--- src/rtl/pipe_ctrl_unit.sv ---
// pipe_ctrl_unit
//
// Control unit for the 5-stage RISC-V pipeline. It decodes the ID-stage
// instruction into an ALU/memory/writeback control bundle and registers that
// bundle as the ID/EX control word. It also sequences the pipeline hazards:
// load-use stall with bubble insertion, beq flush, and a multi-cycle MUL
// freeze driven by a small state machine and a down-counter.
//
// Parameters:
//   MUL_LAT    EX-stage cycles a mul occupies (1..15); 1 means no freeze
//   EN_HAZARD  1 enables load-use detection, 0 ties stall_o low
//
// Ports:
//   clk_i, rst_i            clock (rising edge), synchronous active-high reset
//   valid_i                 ID-stage instruction valid
//   opcode_i/funct3_i/
//   funct7_i                ID instruction fields
//   rs1_i, rs2_i            ID source registers
//   equal_i                 ID comparator result (rs1 == rs2)
//   ex_mem_read_i, ex_rd_i  load flag and destination of the EX instruction
//   pc_write_o              PC update enable
//   ifid_write_o            IF/ID write enable
//   branch_o, flush_o       take beq target / flush IF/ID (combinational)
//   stall_o                 load-use stall this cycle (combinational)
//   busy_o                  MUL freeze in progress
//   illegal_o               registered pulse: previous ID instruction unsupported
//   ex_*_o                  registered ID/EX control word

module pipe_ctrl_unit #(
  parameter int unsigned MUL_LAT   = 4,
  parameter bit          EN_HAZARD = 1'b1
) (
  input  logic       clk_i,
  input  logic       rst_i,
  input  logic       valid_i,
  input  logic [6:0] opcode_i,
  input  logic [2:0] funct3_i,
  input  logic [6:0] funct7_i,
  input  logic [4:0] rs1_i,
  input  logic [4:0] rs2_i,
  input  logic       equal_i,
  input  logic       ex_mem_read_i,
  input  logic [4:0] ex_rd_i,
  output logic       pc_write_o,
  output logic       ifid_write_o,
  output logic       branch_o,
  output logic       flush_o,
  output logic       stall_o,
  output logic       busy_o,
  output logic       illegal_o,
  output logic [3:0] ex_alu_ctrl_o,
  output logic       ex_alu_src_o,
  output logic       ex_mem_read_o,
  output logic       ex_mem_write_o,
  output logic       ex_mem_to_reg_o,
  output logic       ex_reg_write_o,
  output logic       ex_mul_o
);

  // Opcodes handled by this unit
  localparam logic [6:0] OP_RTYPE  = 7'b0110011;
  localparam logic [6:0] OP_IMM    = 7'b0010011;
  localparam logic [6:0] OP_LOAD   = 7'b0000011;
  localparam logic [6:0] OP_STORE  = 7'b0100011;
  localparam logic [6:0] OP_BRANCH = 7'b1100011;

  // ALU control encodings
  localparam logic [3:0] ALU_AND = 4'b0000;
  localparam logic [3:0] ALU_OR  = 4'b0001;
  localparam logic [3:0] ALU_ADD = 4'b0010;
  localparam logic [3:0] ALU_MUL = 4'b0011;
  localparam logic [3:0] ALU_SUB = 4'b0110;
  localparam logic [3:0] ALU_SRA = 4'b0111;

  // Counter preload: the freeze lasts MUL_LAT-1 cycles after the mul enters EX
  localparam logic [3:0] CNT_INIT  = 4'(MUL_LAT - 1);
  localparam bit         MUL_MULTI = (MUL_LAT > 1);

  typedef struct packed {
    logic [3:0] alu_ctrl;
    logic       alu_src;
    logic       mem_read;
    logic       mem_write;
    logic       mem_to_reg;
    logic       reg_write;
    logic       mul;
  } ctrl_t;

  typedef enum logic {
    IDLE,
    MBUSY
  } state_e;

  state_e     state_q, state_d;
  logic [3:0] cnt_q, cnt_d;
  ctrl_t      ctrl_q, ctrl_d;
  logic       illegal_q, illegal_d;

  ctrl_t      dec_raw;
  ctrl_t      dec_bundle;
  logic       dec_legal;
  logic       uses_rs2;
  logic       is_beq;
  logic       busy;
  logic       hazard_raw;
  logic       stall;

  // Instruction decode. Unsupported encodings fall through with dec_legal
  // low and an all-zero bundle, which doubles as the NOP bundle.
  always_comb begin
    dec_raw   = '0;
    dec_legal = 1'b0;
    uses_rs2  = 1'b0;
    is_beq    = 1'b0;
    case (opcode_i)
      OP_RTYPE: begin
        // rs2 is read by every R-type encoding, legal or not
        uses_rs2 = 1'b1;
        case ({funct7_i, funct3_i})
          {7'b0000000, 3'b111}: begin dec_raw.alu_ctrl = ALU_AND; dec_legal = 1'b1; end
          {7'b0000000, 3'b110}: begin dec_raw.alu_ctrl = ALU_OR;  dec_legal = 1'b1; end
          {7'b0000000, 3'b000}: begin dec_raw.alu_ctrl = ALU_ADD; dec_legal = 1'b1; end
          {7'b0100000, 3'b000}: begin dec_raw.alu_ctrl = ALU_SUB; dec_legal = 1'b1; end
          {7'b0000001, 3'b000}: begin
            dec_raw.alu_ctrl = ALU_MUL;
            dec_raw.mul      = 1'b1;
            dec_legal        = 1'b1;
          end
          default: dec_legal = 1'b0;
        endcase
        dec_raw.reg_write = dec_legal;
      end
      OP_IMM: begin
        if (funct3_i == 3'b000) begin
          dec_raw.alu_ctrl = ALU_ADD;
          dec_legal        = 1'b1;
        end else if (funct3_i == 3'b101 && funct7_i == 7'b0100000) begin
          dec_raw.alu_ctrl = ALU_SRA;
          dec_legal        = 1'b1;
        end
        dec_raw.alu_src   = dec_legal;
        dec_raw.reg_write = dec_legal;
      end
      OP_LOAD: begin
        if (funct3_i == 3'b010) begin
          dec_raw.alu_ctrl   = ALU_ADD;
          dec_raw.alu_src    = 1'b1;
          dec_raw.mem_read   = 1'b1;
          dec_raw.mem_to_reg = 1'b1;
          dec_raw.reg_write  = 1'b1;
          dec_legal          = 1'b1;
        end
      end
      OP_STORE: begin
        uses_rs2 = 1'b1;
        if (funct3_i == 3'b010) begin
          dec_raw.alu_ctrl  = ALU_ADD;
          dec_raw.alu_src   = 1'b1;
          dec_raw.mem_write = 1'b1;
          dec_legal         = 1'b1;
        end
      end
      OP_BRANCH: begin
        uses_rs2 = 1'b1;
        if (funct3_i == 3'b000) begin
          dec_raw.alu_ctrl = ALU_SUB;
          is_beq           = 1'b1;
          dec_legal        = 1'b1;
        end
      end
      default: dec_legal = 1'b0;
    endcase
  end

  // Only a valid, supported instruction produces a non-NOP bundle
  always_comb begin
    dec_bundle = '0;
    if (valid_i && dec_legal) begin
      dec_bundle = dec_raw;
    end
  end

  // Hazard detection. The MUL freeze masks the stall so the frozen ID
  // instruction is re-evaluated once the freeze ends.
  always_comb begin
    busy       = (state_q == MBUSY);
    hazard_raw = ex_mem_read_i && (ex_rd_i != 5'd0) && valid_i &&
                 ((ex_rd_i == rs1_i) || (uses_rs2 && (ex_rd_i == rs2_i)));
    stall      = EN_HAZARD && hazard_raw && !busy;
  end

  // Pipeline control outputs
  always_comb begin
    stall_o      = stall;
    busy_o       = busy;
    pc_write_o   = !stall && !busy;
    ifid_write_o = !stall && !busy;
    branch_o     = is_beq && equal_i && valid_i && !stall && !busy;
    flush_o      = is_beq && equal_i && valid_i && !stall && !busy;
  end

  // Next-state logic for the MUL FSM, the counter and the ID/EX word.
  // MBUSY holds the mul bundle; in IDLE a stall inserts a bubble, otherwise
  // the decoded bundle is loaded. illegal pulses only for an instruction
  // that actually advances into EX.
  always_comb begin
    state_d   = state_q;
    cnt_d     = cnt_q;
    ctrl_d    = ctrl_q;
    illegal_d = 1'b0;
    case (state_q)
      IDLE: begin
        if (stall) begin
          ctrl_d = '0;
        end else begin
          ctrl_d    = dec_bundle;
          illegal_d = valid_i && !dec_legal;
          if (dec_bundle.mul && MUL_MULTI) begin
            state_d = MBUSY;
            cnt_d   = CNT_INIT;
          end
        end
      end
      MBUSY: begin
        cnt_d = cnt_q - 4'd1;
        if (cnt_q == 4'd1) begin
          state_d = IDLE;
        end
      end
      default: begin
        state_d = IDLE;
        cnt_d   = 4'd0;
      end
    endcase
  end

  // State registers; reset discards any in-flight mul and clears the word
  always_ff @(posedge clk_i) begin
    if (rst_i) begin
      state_q   <= IDLE;
      cnt_q     <= 4'd0;
      ctrl_q    <= '0;
      illegal_q <= 1'b0;
    end else begin
      state_q   <= state_d;
      cnt_q     <= cnt_d;
      ctrl_q    <= ctrl_d;
      illegal_q <= illegal_d;
    end
  end

  always_comb begin
    illegal_o       = illegal_q;
    ex_alu_ctrl_o   = ctrl_q.alu_ctrl;
    ex_alu_src_o    = ctrl_q.alu_src;
    ex_mem_read_o   = ctrl_q.mem_read;
    ex_mem_write_o  = ctrl_q.mem_write;
    ex_mem_to_reg_o = ctrl_q.mem_to_reg;
    ex_reg_write_o  = ctrl_q.reg_write;
    ex_mul_o        = ctrl_q.mul;
  end

endmodule

--- config.mk ---
export PLATFORM = sky130hd
export DESIGN_NAME = pipe_ctrl_unit
export DESIGN_NICKNAME = d
export VERILOG_FILES = /design/src/rtl/pipe_ctrl_unit.sv
export SDC_FILE = /design/constraint.sdc
export NUM_CORES = 1
export LEC_CHECK = 0
export CELL_PAD_IN_SITES_DETAIL_PLACEMENT = 1
export CELL_PAD_IN_SITES_GLOBAL_PLACEMENT = 2
export CORE_MARGIN = 4
export CORE_UTILIZATION = 22
export DETAILED_ROUTE_END_ITERATION = 8
export PLACE_DENSITY = 0.82
export SLEW_MARGIN = 0
export SYNTH_ARGS = -nofsm -noshare
export SYNTH_HDL_FRONTEND = slang
export SYNTH_SLANG_ARGS = --single-unit
--- constraint.sdc ---
create_clock -name clk_i -period 3.5 [get_ports clk_i]
set_clock_uncertainty 0.1 [all_clocks]
set_input_delay 0.525 -clock clk_i [delete_from_list [all_inputs] [get_ports clk_i]]
set_output_delay 0.525 -clock clk_i [all_outputs]
set_load 0.03 [all_outputs]
==> results.cfg <==
[status]
status = finished clean

[critical_path]
arrival_ns = 2.75
cp_max_fo = 5
critPathLaunchType = primary input
r2r_end = cnt_q[2]
cp-startpoint = opcode_i[2]
r2r_cells = 3
crit_required_ns = 2.87
endpoint = pc_write_o
rrSetupSlack_ns = 1.89
endpoint_kind = output pin
rr_startpoint = busy_o
critPathKind = primary input to output pin

[yosys]
syn_nets = 161
yosysSeqAreaShare_pct = 27.35
yosysUniqueCellTypes = 40
avgSynthCellArea_um2 = 8.399
ys_ff_latch = 14
yosysWarnings = 0
synthCells = 122
synth_area_mm2 = 0.001025

[route]
wl_um = 3246
routed-via-count = 1062
drc_errors = 0
vias_per_cell = 4.720
ant_nets = 0
wire_per_inst_um = 14.43
drt_iter0_markers = 28
first_pass_iters = 2

[timing]
fin_tns_setup_ns = 0
rsz0062_at_grt = no
slew_headroom_pct = 60.64
layout_min_cycle_time_ns = 3.378
worstMarginPinSlew_ns = 0.5892
hold_violations = 0
drv_slew = 0
setup_ws_ns = 0.1216
fmax_mhz = 296.0
min_period_over_period_pct = 96.53
setup_viol = 0

[cells_and_area]
fin_util_pct = 36.85
fin_area_mm2 = 0.001638
layout.nets = 214
drive_gt1_share_pct = 8.671
diodes = 0
area_growth_pct = 59.83

[global_route]
grt_pass1_vias = 1179
grt_first_pass_wirelength_um = 5526
antenna_found_initial = 0
met3_usage_pct = 3.191
grt_use_met1_pct = 12.48
top_usage_layer = met2
grt.overflow.total = 0
grt_use_total_pct = 11.44
grt_max_degree = 16
grt_use_met2_pct = 21.88

[floorplan]
dieArea_mm2 = 0.005814
die_y_um = 76.25
core_area_mm2 = 0.004444
row_count = 24
die-width_um = 76.25
initial_core_util_pct = 23.06
io_pins = 54

[pwr]
p_int_uw = 288.9
p_switching_uw = 93.54
totalPowerFinal_uw = 382.5
pwr-share-comb_pct = 23.0
switching_share_pct = 24.46
seqPwrFrac_pct = 41.9
power.density_mw_per_mm2 = 233.5
leakagePower_nw = 0.5837
ir_worst_vdd_mv = 0.1077
p_clk_share_pct = 35.0

[clock_tree]
clockBufferDepth = 2
cts_tree = done
hold_buffers = 0
htreeDepth = 1
clk-insertion-delay-late_ns = 0.24
cts_resized = 0
cts_buffers = 3
clock-sinks = 14
cts-root-buf = clkbuf_8
post_cts_buffers = 0
path_clk_slew_ns = 0.06

[place]
globalplace.congestion = 0.7792
pre_cts_ws_ns = 0.06362
hpwl_um = 2833
placed_area_mm2 = 0.001592
io_buffers = 52

[run]
cap_violations = 0

[worst_hold_path]
hp-class = flip-flop to flip-flop
==> layout make-up <==
cell class                      instances  area, um2
Fill cell                             536       2806
Multi-Input combinational cell         96      684.4
Timing Repair Buffer                   55      548.0
Inverter                                5      18.77
Clock buffer                            3      41.29
Tap cell                               52      65.06
Sequential cell                        14      280.3
==> critical path, stage by stage <==
cell             delay [ns]
clkdlybuf4s50_1        0.39
and4bb_4               0.38
nand2_4                0.08
a2111oi_4              0.39
o2111ai_4              0.18
nor2b_1                0.19
clkdlybuf4s50_1        0.63
==> through the flow <==
step                      hold WS (ns)  instances
after floorplan                 0.3767        122
after global placement          0.3377        222
after detailed placement        0.3536        222
after CTS                       0.3671        225
after global routing            0.3836        225
final                           0.3597        225
==> worst min-delay path by stage <==
| stage | from | end | slack, ns | cells past startpoint |
|---|---|---|---|---|
| global placement | ex_alu_src_o | ex_alu_src_o | 0.34 | 2 |
| detailed placement | ex_mem_write_o | ex_mem_write_o | 0.35 | 2 |
| global route | ex_alu_ctrl_o[2] | ex_alu_ctrl_o[2] | 0.38 | 2 |
| finish | ex_mem_write_o | ex_mem_write_o | 0.36 | 2 |
| floorplan | cnt_q[0] | cnt_q[0] | 0.38 | 2 |
| CTS | ex_mem_write_o | ex_mem_write_o | 0.37 | 2 |
==> cells in the final DEF, fill, tap and decap left out, drive strengths merged, types with 4 or more instances in the layout <==
cell type / n
inv: 5
xnor2: 8
o21ai: 6
nor2b: 5
nor4: 5
xor2: 4
dfxtp: 14
nand2: 17
nor2: 8
nor3: 8
clkdlybuf4s50: 50
==> state kept, by name, summed over array words and instances (netlist names) <==
name	flops
busy_o	1
cnt_q	4
ex_alu_ctrl_o	3
ex_alu_src_o	1
ex_mem_read_o	1
ex_mem_write_o	1
ex_mul_o	1
ex_reg_write_o	1
illegal_o	1
==> power by group through the flow <==
stage	Clock, mW	Sequential, mW	Combinational [mW]
detailed placement	0	0.164	0.0889
global route	0.145	0.160	0.0951
finish	0.134	0.160	0.0881
global placement	0	0.164	0.0868
floorplan	0	0.165	0.0292
CTS	0.135	0.160	0.0892
==> metal layers <==
metal	wire, um	share of wire (%)
met5	0	0
met4	8	0.25
met3	179	5.5
met2	1698	52
met1	1359	42
==> cell usage after synthesis <==
cell type / number / share of area (%)
nand2_1: 16 / 5.9
dfxtp_1: 14 / 27
nor2_1: 8 / 2.9
nor3_1: 8 / 3.9
xnor2_1: 8 / 6.8
o21ai_0: 6 / 2.9
inv_1: 5 / 1.8
nor2b_1: 5 / 3.1
buf_4: 4 / 2.9
nor4_1: 4 / 2.4
xor2_1: 4 / 3.4
a21oi_1: 3 / 1.5
nand3_1: 3 / 1.5
a31oi_1: 2 / 1.2
clkbuf_1: 2 / 0.73
ha_1: 2 / 2.4
nand3b_1: 2 / 1.5
nand4_1: 2 / 1.2
nor3b_1: 2 / 1.5
o41ai_2: 2 / 3.2
a2111oi_4: 1 / 2.7
a211oi_1: 1 / 0.73
a21o_1: 1 / 0.73
a221oi_1: 1 / 0.85
a32o_1: 1 / 0.98
a41oi_1: 1 / 0.85
and3_4: 1 / 1.1
and4_1: 1 / 0.85
and4bb_4: 1 / 1.6
buf_1: 1 / 0.37
conb_1: 1 / 0.37
nand2_4: 1 / 1.1
nand2b_1: 1 / 0.61
nand4bb_1: 1 / 1.1
nor4_4: 1 / 2.1
nor4bb_1: 1 / 0.98
o2111ai_4: 1 / 2.6
o2bb2ai_1: 1 / 0.85
or2_4: 1 / 0.85
or3_1: 1 / 0.61
==> kinds of logic (layout without fill, tap and decap cells) <==
family / count (synthesis) / in the layout / synth area share [%]
other cells: 1 / 1 / 0.3659
simple gates: 60 / 60 / 34.68
flops: 14 / 14 / 27.35
fa+ha+maj: 2 / 2 / 2.442
compound gates: 21 / 21 / 19.05
xor+xnor: 12 / 12 / 10.26
buf+inv: 12 / 63 / 5.861
(Power assumes the default switching activity.)
